<file path="src/rtl/prio_seg_display.sv">
`default_nettype none
// prio_seg_display rev 1.0: synchronised priority encoder -> double-dabble BCD -> multiplexed 7-seg.
// Macro PRIO_SEG_LZ_BLANK_EN enables leading-zero blanking of the upper digits.
module prio_seg_display #(
  parameter int N           = 16,
  parameter int DIGITS      = 4,
  parameter int REFRESH_DIV = 100000
) (
  input  logic                 clk,
  input  logic                 rst,
  input  logic [N-1:0]         in,
  output logic [6:0]           seg_out,
  output logic [DIGITS-1:0]    an,
  output logic                 valid,
  output logic [$clog2(N)-1:0] idx,
  output logic                 busy
);
  localparam int OUTW = $clog2(N);
  localparam int BW   = 4 * DIGITS;
  localparam int CW   = $clog2(OUTW + 1);
  localparam int SCW  = $clog2(REFRESH_DIV);
  localparam int DSW  = (DIGITS > 1) ? $clog2(DIGITS) : 1;

  typedef enum logic [1:0] {IDLE = 2'd0, SHIFT = 2'd1, DONE = 2'd2} state_t;

  logic [N-1:0]    sync1, sync2;
  logic [OUTW-1:0] enc;
  state_t          state;
  logic            pending;
  logic [OUTW-1:0] conv_idx, bin_work;
  logic            conv_valid, bcd_valid;
  logic [BW-1:0]   bcd_work, bcd_adj, bcd;
  logic [CW-1:0]   shift_cnt;
  logic            changed;
  logic [SCW-1:0]  scan_cnt;
  logic [DSW-1:0]  sel, next_sel;
  logic            wrap;
  logic [3:0]      digit;
  logic [6:0]      seg_next;

  always_ff @(posedge clk or posedge rst) begin
    if (rst) begin
      sync1 <= '0;
      sync2 <= '0;
      idx   <= '0;
      valid <= 1'b0;
    end else begin
      sync1 <= in;
      sync2 <= sync1;
      idx   <= enc;
      valid <= |sync2;
    end
  end

  // Highest set bit wins: later iterations overwrite lower ones.
  always_comb begin
    enc = '0;
    for (int i = 0; i < N; i++)
      if (sync2[i]) enc = OUTW'(i);
  end

  assign changed = (idx != conv_idx) || (valid != conv_valid);

  always_comb begin
    bcd_adj = bcd_work;
    for (int k = 0; k < DIGITS; k++)
      if (bcd_work[4*k +: 4] >= 4'd5) bcd_adj[4*k +: 4] = bcd_work[4*k +: 4] + 4'd3;
  end

  always_ff @(posedge clk or posedge rst) begin
    if (rst) begin
      state      <= IDLE;
      busy       <= 1'b0;
      pending    <= 1'b0;
      conv_idx   <= '0;
      conv_valid <= 1'b0;
      bin_work   <= '0;
      bcd_work   <= '0;
      shift_cnt  <= '0;
      bcd        <= '0;
      bcd_valid  <= 1'b0;
    end else begin
      case (state)
        IDLE: begin
          if (pending || changed) begin
            state      <= SHIFT;
            busy       <= 1'b1;
            pending    <= 1'b0;
            conv_idx   <= idx;
            conv_valid <= valid;
            bin_work   <= idx;
            bcd_work   <= '0;
            shift_cnt  <= '0;
          end
        end
        SHIFT: begin
          {bcd_work, bin_work} <= {bcd_adj, bin_work} << 1;
          shift_cnt            <= shift_cnt + CW'(1);
          if (shift_cnt == CW'(OUTW - 1)) state <= DONE;
          if (changed) pending <= 1'b1;
        end
        DONE: begin
          bcd       <= bcd_work;
          bcd_valid <= conv_valid;
          state     <= IDLE;
          busy      <= 1'b0;
          if (changed) pending <= 1'b1;
        end
        default: begin
          state <= IDLE;
          busy  <= 1'b0;
        end
      endcase
    end
  end

  assign wrap = (scan_cnt == SCW'(REFRESH_DIV - 1));

  always_comb begin
    next_sel = sel;
    if (wrap) next_sel = (sel == DSW'(DIGITS - 1)) ? '0 : sel + DSW'(1);
  end

  // Decode from next_sel so seg_out and an register on the same edge.
  always_comb begin
    digit = 4'd0;
    for (int k = 0; k < DIGITS; k++)
      if (next_sel == DSW'(k)) digit = bcd[4*k +: 4];
    case (digit)
      4'd0:    seg_next = 7'h40;
      4'd1:    seg_next = 7'h79;
      4'd2:    seg_next = 7'h24;
      4'd3:    seg_next = 7'h30;
      4'd4:    seg_next = 7'h19;
      4'd5:    seg_next = 7'h12;
      4'd6:    seg_next = 7'h02;
      4'd7:    seg_next = 7'h78;
      4'd8:    seg_next = 7'h00;
      4'd9:    seg_next = 7'h10;
      default: seg_next = 7'h7F;
    endcase
`ifdef PRIO_SEG_LZ_BLANK_EN
    for (int k = 1; k < DIGITS; k++)
      if (next_sel == DSW'(k) && (bcd >> (4 * k)) == '0) seg_next = 7'h7F;
`endif
    if (!bcd_valid) seg_next = 7'h3F;
  end

  always_ff @(posedge clk or posedge rst) begin
    if (rst) begin
      scan_cnt <= '0;
      sel      <= '0;
      an       <= '1;
      seg_out  <= 7'h7F;
    end else begin
      scan_cnt <= wrap ? '0 : scan_cnt + SCW'(1);
      sel      <= next_sel;
      an       <= ~(DIGITS'(1) << next_sel);
      seg_out  <= seg_next;
    end
  end
endmodule
`default_nettype wire
</file>
<file path="config.mk">
export PLATFORM = sky130hd
export DESIGN_NAME = prio_seg_display
export DESIGN_NICKNAME = d
export VERILOG_FILES = /design/src/rtl/prio_seg_display.sv
export SDC_FILE = /design/constraint.sdc
export NUM_CORES = 1
export LEC_CHECK = 0
export BUFFER_PORTS_ARGS = -buffer_cell sky130_fd_sc_hd__buf_2
export CAP_MARGIN = 20
export CORE_ASPECT_RATIO = 0.5
export CORE_MARGIN = 3
export CORE_UTILIZATION = 25
export DETAILED_ROUTE_END_ITERATION = 12
export GPL_TIMING_DRIVEN = 0
export HOLD_SLACK_MARGIN = 0.06
export PLACE_DENSITY_LB_ADDON = 0.05
export SYNTH_ARGS = -nofsm -noshare
export SYNTH_HDL_FRONTEND = slang
export SYNTH_SLANG_ARGS = --single-unit
</file>
<file path="constraint.sdc">
create_clock -name clk -period 3.2 [get_ports clk]
set_clock_uncertainty 0.15 [all_clocks]
set_input_delay 0.16 -clock clk [delete_from_list [all_inputs] [get_ports clk]]
set_output_delay 0.16 -clock clk [all_outputs]
set_load 0.05 [all_outputs]
</file>
* Word-level counts from Yosys, hierarchy flattened *
Memory sizes are Yosys's and may differ from the RTL's.
Cells that the tools add are included.

storage, ports and cells
  register bits after elaboration = 116
  bits in latches = 0
  memory bits (writable) = 0
  ROM bits = 112
  input port bits = 18
  output and inout port bits = 17
  logic and storage cells = 100
  memories kept = 1

memory list
  name              depth  width  read ports  clocked after memory_dff  wr ports  line  RTL
  (name not given)  16     7      1           0                         0         129   case (digit)

operators by class
  add/sub/neg operators = 7
  $mul = 0
  divide/modulo/power cells = 0
  $lt $le $gt $ge = 4
  eq/ne operators = 13
  shifts and indexed selects = 1
  multiplexer cells = 41
  bitwise operators = 2
  reductions and logical operators = 13

operators with widths
  kind                     number
  $mux W4                  22
  $pmux W16 S2             1
  $add A17 B1 Y17 const B  1
  $eq A17 B17 Y1 const B   1
  $mux W17                 1
  $ge A4 B3 Y1 const B     4
  $mux W16                 1
  $reduce_or A16 Y1        1
  $add A4 B2 Y4 const B    3
  $eq A2 B2 Y1 const B     4
  $mux W2                  4
  $pmux W4 S2              1
  $reduce_and A2 Y1        4
  $mux W7                  1
  $mux W3                  2
  $pmux W3 S2              1
  $eq A2 B1 Y1 const B     2
  $logic_not A2 Y1         2
  $mux W1                  4
  $ne A2 B2 Y1 const B     2
  $ne A4 B4 Y1             1
  $not A4 Y4               1
  $pmux W1 S2              2
  $pmux W2 S2              1
  12 further kinds         14

* Depth between registers and ports, before layout *
Gate-level depths: netlist of the first run.

  word-level depth = 15
  depth in mapped cells = 11
  mapped depth without buffers = 10

* Worst setup path before layout of the first run *
Ideal clock, no wire load.

  path type = register to register
  start = register scan_cnt[0]
  end = register seg_out[3]
  setup time = 0.066 ns
  arrival = 2.478 ns
  required time = 2.984 ns
  setup slack = 0.506 ns
  stages on the path, launching flop included = 10
  buffers on the path = 1
  period minus slack after synthesis = 2.694 ns
  cell sequence = dfrtp_1 -> ha_1 -> and4_4 -> and4_4 -> mux2i_1 -> buf_6 -> mux2i_2 -> mux2i_2 -> or4b_1 -> nand4_1

on the way
  cells in the longest elaborated chain, start to end = 9
  elaborated cells on any way between the ends = 12
  classes of those cells = eq/ne: 4; mux: 6; reduce/logical: 1; memory: 1

ends and longest elaborated chain
  element                 line  RTL
  from (decl)             35    logic [SCW-1:0] scan_cnt;
  from (signal assigned)  156   scan_cnt <= wrap ? '0 : scan_cnt + SCW'(1);
  $eq A17 B17 Y1 *        117   assign wrap = (scan_cnt == SCW'(REFRESH_DIV - 1));
  $mux W2 *               121   if (wrap) next_sel = (sel == DSW'(DIGITS - 1)) ? '0 : sel + DSW'(1);
  $logic_not A2 Y1        128   if (next_sel == DSW'(k)) digit = bcd[4*k +: 4];
  $mux W4 (3 in series)   128
  $mux W4 *               128
  $mem_v2 Z16 W7 *        --
  $mux W7 *               146   if (!bcd_valid) seg_next = 7'h3F;
  via seg_next[3]         39    logic [6:0] seg_next;
  to (signal assigned)    159   seg_out <= seg_next;
  to (decl)               12    output logic [6:0] seg_out,

The timed path passes the listed nets; every way through them passes the cells marked *.
A chain may end at the register's enable or synchronous reset.

* Worst setup path in the final report of the first run *
Ends and elaborated chain as after synthesis.

==> flow_metrics.env, run 1 <==
export IMPL_outcome="complete, no violations"
export IMPL_wire_per_inst_um=13.67
export IMPL_netlist_area_um2=4915
export IMPL_synth_top_area_share_pct=53.46
export IMPL_synthTopCellsByCount="105 x dfrtp_1, 40 x nand2_1, 26 x nor2_1"
export IMPL_io_pins=35
export IMPL_num_nets_final=521
export IMPL_synth_area_top_cells="dfrtp_1 53%, dfstp_2 5.9%, mux2_2 5.0%, ha_1 4.1%, nand2_1 3.1%"
export IMPL_drt_vias_per_instance=4.165
export IMPL_fin_setup_tns_ns=0
export IMPL_maxCapViolCount=0
export IMPL_relSlewSlack_pct=60.60
export IMPL_max_freq_mhz=336.2
export IMPL_start_util_pct=26.10
export IMPL_vias=3161
export IMPL_rows=35
export IMPL_gr_usage_all_layers_pct=10.63
export IMPL_synth_seq_cells=116
export IMPL_clk_latency_ns=0.41
export IMPL_syn_area_per_cell_um2=11.93
export IMPL_postSynthNetCount=446
export IMPL_met2_length_mm=4.428
export IMPL_seqCellArea_um2=2917
export IMPL_cts_clk_slew_worst_paths_ns=0.06
export IMPL_grt_pass1_vias=3189
export IMPL_n_fill_cell=1903
export IMPL_multiInputGateArea_um2=1869
export IMPL_crit_required_ns=3.36
export IMPL_hpwl_mm=7.099
export IMPL_finalHoldViolCount=0
export IMPL_yosysSeqAreaShare_pct=59.34
export IMPL_antenna_found_initial=0
export IMPL_ys_async_sr_fraction_pct=100.0
export IMPL_dieArea_um2=21480
export IMPL_grt_ovfl_total=0
export IMPL_period_needed_ns=2.974
export IMPL_met3_length_um=423
export IMPL_cts_sinks=116
export IMPL_cts_root_buffer="clkbuf_16"
export IMPL_tightest_slew_ns=0.5909
export IMPL_rsz0062_at_grt="false"
export IMPL_crit_type="reg2reg"
export IMPL_ys_flop_type="dfrtp_1"
export IMPL_ant_nets=0
export IMPL_syn2layout_area_growth_pct=27.19
export IMPL_drt_iter0_markers=119
export IMPL_ir_drop_mv=0.3880
export IMPL_final_period_utilization_pct=92.94
export IMPL_synth_edff_count=0
export IMPL_drive_gt1_share_pct=23.60
export IMPL_wirelength_mm=10.38
export IMPL_first_pass_iters=6
export IMPL_drc=0
export IMPL_grt_pass1_wl_mm=17.47
export IMPL_setup_viol=0
export IMPL_synth_cells=412
export IMPL_clock_path_buffers=2
export IMPL_grt_max_degree=39
export IMPL_dieWidth_um=204.3
export IMPL_cp_start_kind="flip-flop"
export IMPL_arrival_ns=3.13
export IMPL_core_area_um2=18830
export IMPL_chipHeight_um=105.1
export IMPL_htreeDepth=4
export IMPL_p_per_area_nw_per_um2=811.6
export IMPL_total_power_uw=5073
export IMPL_top_layer="met4"
export IMPL_total_leakage_power_uw=0.002710
export IMPL_hold_path_class="in2async"
export IMPL_pre_cts_slack_ns=0.07387
export IMPL_layout_setup_ws_ns=0.2259
export IMPL_m1WireLength_mm=5.415
export IMPL_ys_warn_count=0
export IMPL_cts_tree="built"
export IMPL_io_buffers=34
export IMPL_path_max_fanout=10
export IMPL_synth_cell_types=41
export IMPL_gp_congestion=0.7013
export IMPL_n_antenna_cell=0
export IMPL_cts_buffers=17
export IMPL_synth_largest_area_cell="dfrtp_1"
export IMPL_maxSlewViolCount=0
export IMPL_synth_most_common_cell="dfrtp_1"
export IMPL_end_kind="flip-flop"
[cells by family after synthesis]
family / after synthesis / synth area share [%]
DFF: 116 / 59.34
and+or+nand+nor: 111 / 11.18
AOI/OAI and AO/OA: 71 / 8.580
muxes: 39 / 9.572
buffers and inverters: 35 / 2.979
xor gates and xnor gates: 24 / 4.277
adders and majority gates: 16 / 4.073
[final cells by class]
class	instances	share of cell area, %
tap	259	5.184
timing repair buffer	56	6.845
inverter	23	1.441
sequential	116	46.66
buffer	12	0.9808
clock inverter	14	2.122
multi-input combinational	261	29.90
clock buffer	18	6.865
[path summary, 6_finish.rpt]
check / from / endpoint / slack (ns) / cells past startpoint
min in group clk: sync1[8]$_DFF_PP0_ / sync2[8]$_DFF_PP0_ / 0.20 / 0
max in group asynchronous: rst / an[1]$_DFF_PP1_ / 2.07 / 4
worst min register to register: sync1[8]$_DFF_PP0_ / sync2[8]$_DFF_PP0_ / 0.20 / 0
worst min-delay path: rst / bcd_work[1]$_DFFE_PP0P_ / 0.20 / 3
worst max register to register: scan_cnt[0]$_DFF_PP0_ / seg_out[3]$_DFF_PP1_ / 0.23 / 11
worst max-delay path: scan_cnt[0]$_DFF_PP0_ / seg_out[3]$_DFF_PP1_ / 0.23 / 11
[state kept, by name, summed over array words and instances, names as in the netlist]
register and count:
an 4, bcd 16, bcd_valid 1, bcd_work 16
bin_work 4, busy 1, conv_idx 4, conv_valid 1
idx 4, pending 1, scan_cnt 17, seg_out 7
sel 2, shift_cnt 3, state 2, sync1 16
sync2 16, valid 1
[power breakdown]
group | internal [uW] | leakage, uW | switching [uW]
Sequential | 1720 | 0.00141 | 146
Clock | 1070 | 0.000255 | 712
Combinational | 511 | 0.00104 | 908
Total | 3310 | 0.00271 | 1770
[repair_timing]
| item | CTS | global route |
|---|---|---|
| hold buffers | 17 | 0 |
| setup endpoints to repair | 0 | 26 |
| endpoints found under the hold margin | 119 | 0 |
| gates resized for setup | 0 | 5 |
| buffers inserted | 0 | 2 |
[per-stage QoR]
stage / utilization, % / hold slack, ns / instances / instance area, um^2
4_1_cts: 32.95 / 0.1996 / 757 / 6205
3_5_place_dp: 29.06 / 0.09146 / 708 / 5473
6_report: 33.20 / 0.1974 / 759 / 6251
5_1_grt: 33.20 / 0.2027 / 759 / 6251
3_3_place_gp: 28.74 / 0.1172 / 705 / 5413
2_1_floorplan: - / 0.04143 / 412 / 4918
[routing by layer]
metal	GRT usage, %	up-vias
met4	3.825	0
li1	-	1590
met3	4.077	9
met1	14.93	1520
met5	0	-
met2	14.74	42
[critical path: stages, from the launching register on]
cell,delay (ns)
dfrtp_1,0.39
ha_1,0.23
and4_4,0.26
and4_4,0.25
mux2i_2,0.27
buf_6,0.22
mux2i_1,0.32
mux2i_4,0.16
ha_1,0.32
inv_1,0.04
o21ai_0,0.14
nand4_1,0.12
[placed cells by master, fill, tap and decap left out, drive strengths merged, types with 2 or more instances in the layout]
cell type      n
or3            2
a21oi         22
ha            16
nand2b         6
xnor2         15
nand3          7
nor3b          6
clkinv         5
o21bai         2
nor2          26
nand2         40
mux2          22
a31oi          3
and4           2
o31ai          9
xor2           9
o21ai         26
a32o           2
clkbuf        28
nor3           5
nor4bb         2
clkinvlp       7
buf           41
dfrtp        105
mux2i         17
inv           24
dlygate4sd3   17
nor4           4
nand4          6
o21a           2
dfstp         11
(Power assumes the default switching activity.)
==> run 2, diff against run 1 <==
--- a/config.mk
+++ b/config.mk
@@ -10,6 +10,7 @@
 export CORE_ASPECT_RATIO = 0.5
 export CORE_MARGIN = 3
 export CORE_UTILIZATION = 25
+export CTS_BUF_LIST = sky130_fd_sc_hd__clkbuf_8
 export DETAILED_ROUTE_END_ITERATION = 12
 export GPL_TIMING_DRIVEN = 0
 export HOLD_SLACK_MARGIN = 0.06
==> run 2 against run 1 <==
Effect of this change: via count fell by 0.70%; setup slack got worse by 0.013 ns; sequential power about the same; critical path depth stayed put; cell count unchanged; die area did not move; total power fell by 9.9%; non-clock buffer count unchanged; critical path type unchanged; critical endpoint unchanged; largest cell class unchanged.
==> flow_metrics.env, run 2 (synthesis gave the netlist of run 1 again) <==
export IMPL_outcome="complete, no violations"
export IMPL_antenna_found_initial=0
export IMPL_final_cell_mix="105 x dfrtp_1, 40 x nand2_1, 34 x buf_2"
export IMPL_fin_setup_tns_ns=0
export IMPL_clock_path_buffers=2
export IMPL_core_area_um2=18830
export IMPL_cts_sinks=116
export IMPL_vias=3139
export IMPL_relSlewSlack_pct=59.41
export IMPL_period_needed_ns=2.987
export IMPL_critPathTopFamily="multiplexers"
export IMPL_path_buf_inv=2
export IMPL_num_nets_final=521
export IMPL_final_common_cell="dfrtp_1"
export IMPL_htreeDepth=4
export IMPL_maxSlewViolCount=0
export IMPL_largest_register="scan_cnt"
export IMPL_cp_start_kind="flip-flop"
export IMPL_tightest_slew_ns=0.6088
export IMPL_cts_tree="built"
export IMPL_grt_max_degree=39
export IMPL_arrival_ns=3.17
export IMPL_postPlaceCellArea_um2=5473
export IMPL_layout_setup_ws_ns=0.2129
export IMPL_ir_drop_mv=0.2723
export IMPL_fin_area_um2=6060
export IMPL_critical_path_max_stage_delay_ns=0.40
export IMPL_crit_required_ns=3.39
export IMPL_hpwl_mm=7.099
export IMPL_clk_latency_ns=0.44
export IMPL_intPower_uw=2848
export IMPL_switchingPower_uw=1722
export IMPL_cts_buffers=17
export IMPL_rows=35
export IMPL_total_leakage_power_uw=0.002627
export IMPL_power_frac_clock_pct=28.1
export IMPL_io_buffers=34
export IMPL_p_per_area_nw_per_um2=754.2
export IMPL_dieWidth_um=204.3
export IMPL_rsz0062_at_grt="false"
export IMPL_crit_type="reg2reg"
export IMPL_switching_share_pct=37.69
export IMPL_seq_power_share_pct=40.8
export IMPL_start_util_pct=26.10
export IMPL_path_max_fanout=10
export IMPL_cpMaxStageDelayCell="dfrtp_1"
export IMPL_grt_pass1_vias=3194
export IMPL_max_freq_mhz=334.8
export IMPL_drive_gt1_share_pct=23.60
export IMPL_grt_ovfl_total=0
export IMPL_drc=0
export IMPL_setup_viol=0
export IMPL_p_comb_share_pct=31.1
export IMPL_wire_per_inst_um=13.73
export IMPL_largest_reg_flops=17
export IMPL_drt_iter0_markers=99
export IMPL_cts_clk_slew_worst_paths_ns=0.08
export IMPL_ant_nets=0
export IMPL_final_period_utilization_pct=93.35
export IMPL_crit_chain="ha_1 > and4_4 > and4_4 > mux2i_2 > buf_6 > mux2i_1 > mux2i_4 > ha_1 > inv_1 > o21ai_0 > nand4_1"
export IMPL_finalHoldViolCount=0
export IMPL_wirelength_mm=10.42
export IMPL_pre_cts_slack_ns=0.07387
export IMPL_n_antenna_cell=0
export IMPL_drt_vias_per_instance=4.136
export IMPL_end_kind="flip-flop"
export IMPL_dieArea_um2=21480
export IMPL_gp_congestion=0.7013
export IMPL_maxCapViolCount=0
export IMPL_gr_usage_all_layers_pct=10.60
export IMPL_io_pins=35
export IMPL_syn2layout_area_growth_pct=23.29
export IMPL_hold_path_class="in2async"
export IMPL_grt_pass1_wl_mm=17.46
export IMPL_chipHeight_um=105.1
export IMPL_first_pass_iters=4
export IMPL_cts_root_buffer="clkbuf_8"
-- run 2: worst register-to-register path, cell delays in order (launching register included) --
cell	delay [ns]
dfrtp_1	0.40
ha_1	0.23
and4_4	0.26
and4_4	0.25
mux2i_2	0.28
buf_6	0.23
mux2i_1	0.33
mux2i_4	0.16
ha_1	0.32
inv_1	0.04
o21ai_0	0.14
nand4_1	0.12
-- run 2: timing repair --
item / 4_1_cts / 5_1_grt
endpoints found under the hold margin: 121 / 0
endpoints found under the setup margin: 0 / 26
setup buffers: 0 / 2
hold buffers: 17 / 0
gates resized for setup: 0 / 5
-- run 2: area by class of cell --
cell class,instances,area [um^2]
clock inverters,15,136.4
inverters,23,90.09
fillers,1921,12770
well taps,259,324.1
repair buffers,56,427.9
clock buffers,17,234.0
multi-input cells,261,1869
flip-flops and latches,116,2917
plain buffers,12,61.31
-- run 2: worst paths after layout --
kind | startpoint | endpoint | slack (ns) | cells after the start
worst max-delay path | scan_cnt[0]$_DFF_PP0_ | seg_out[3]$_DFF_PP1_ | 0.21 | 11
worst min-delay path | rst | bin_work[0]$_DFFE_PP0P_ | 0.16 | 3
worst max register to register | scan_cnt[0]$_DFF_PP0_ | seg_out[3]$_DFF_PP1_ | 0.21 | 11
worst min register to register | sync1[8]$_DFF_PP0_ | sync2[8]$_DFF_PP0_ | 0.20 | 0
max in group asynchronous | rst | an[1]$_DFF_PP1_ | 2.11 | 4
min in group clk | sync1[8]$_DFF_PP0_ | sync2[8]$_DFF_PP0_ | 0.20 | 0
-- run 2: per-stage QoR --
step / instances / total power (uW) / utilization, % / hold slack (ns)
2_1_floorplan: 412 / 2922 / - / 0.04143
3_3_place_gp: 705 / 3312 / 28.74 / 0.1172
6_report: 759 / 4570 / 32.18 / 0.1599
4_1_cts: 757 / 4665 / 31.93 / 0.1587
3_5_place_dp: 708 / 3330 / 29.06 / 0.09146
5_1_grt: 759 / 4928 / 32.18 / 0.1749
-- run 2: power by group through the flow --
stage	registers [uW]	logic, uW	clock network [uW]
6_report	1870	1420	1280
4_1_cts	1870	1450	1340
2_1_floorplan	2030	893	0
3_5_place_dp	1900	1430	0
5_1_grt	1900	1610	1420
3_3_place_gp	1900	1410	0
-- run 2: metal layers --
layer | wire, um | part of all wire, % | vias to the layer above | global-route usage [%]
li1 | - | - | 1581 | -
met1 | 5410 | 52 | 1512 | 14.83
met2 | 4442 | 43 | 36 | 14.91
met3 | 465 | 4.5 | 10 | 3.984
met4 | 104 | 1.0 | 0 | 3.678
met5 | 0 | 0 | - | 0
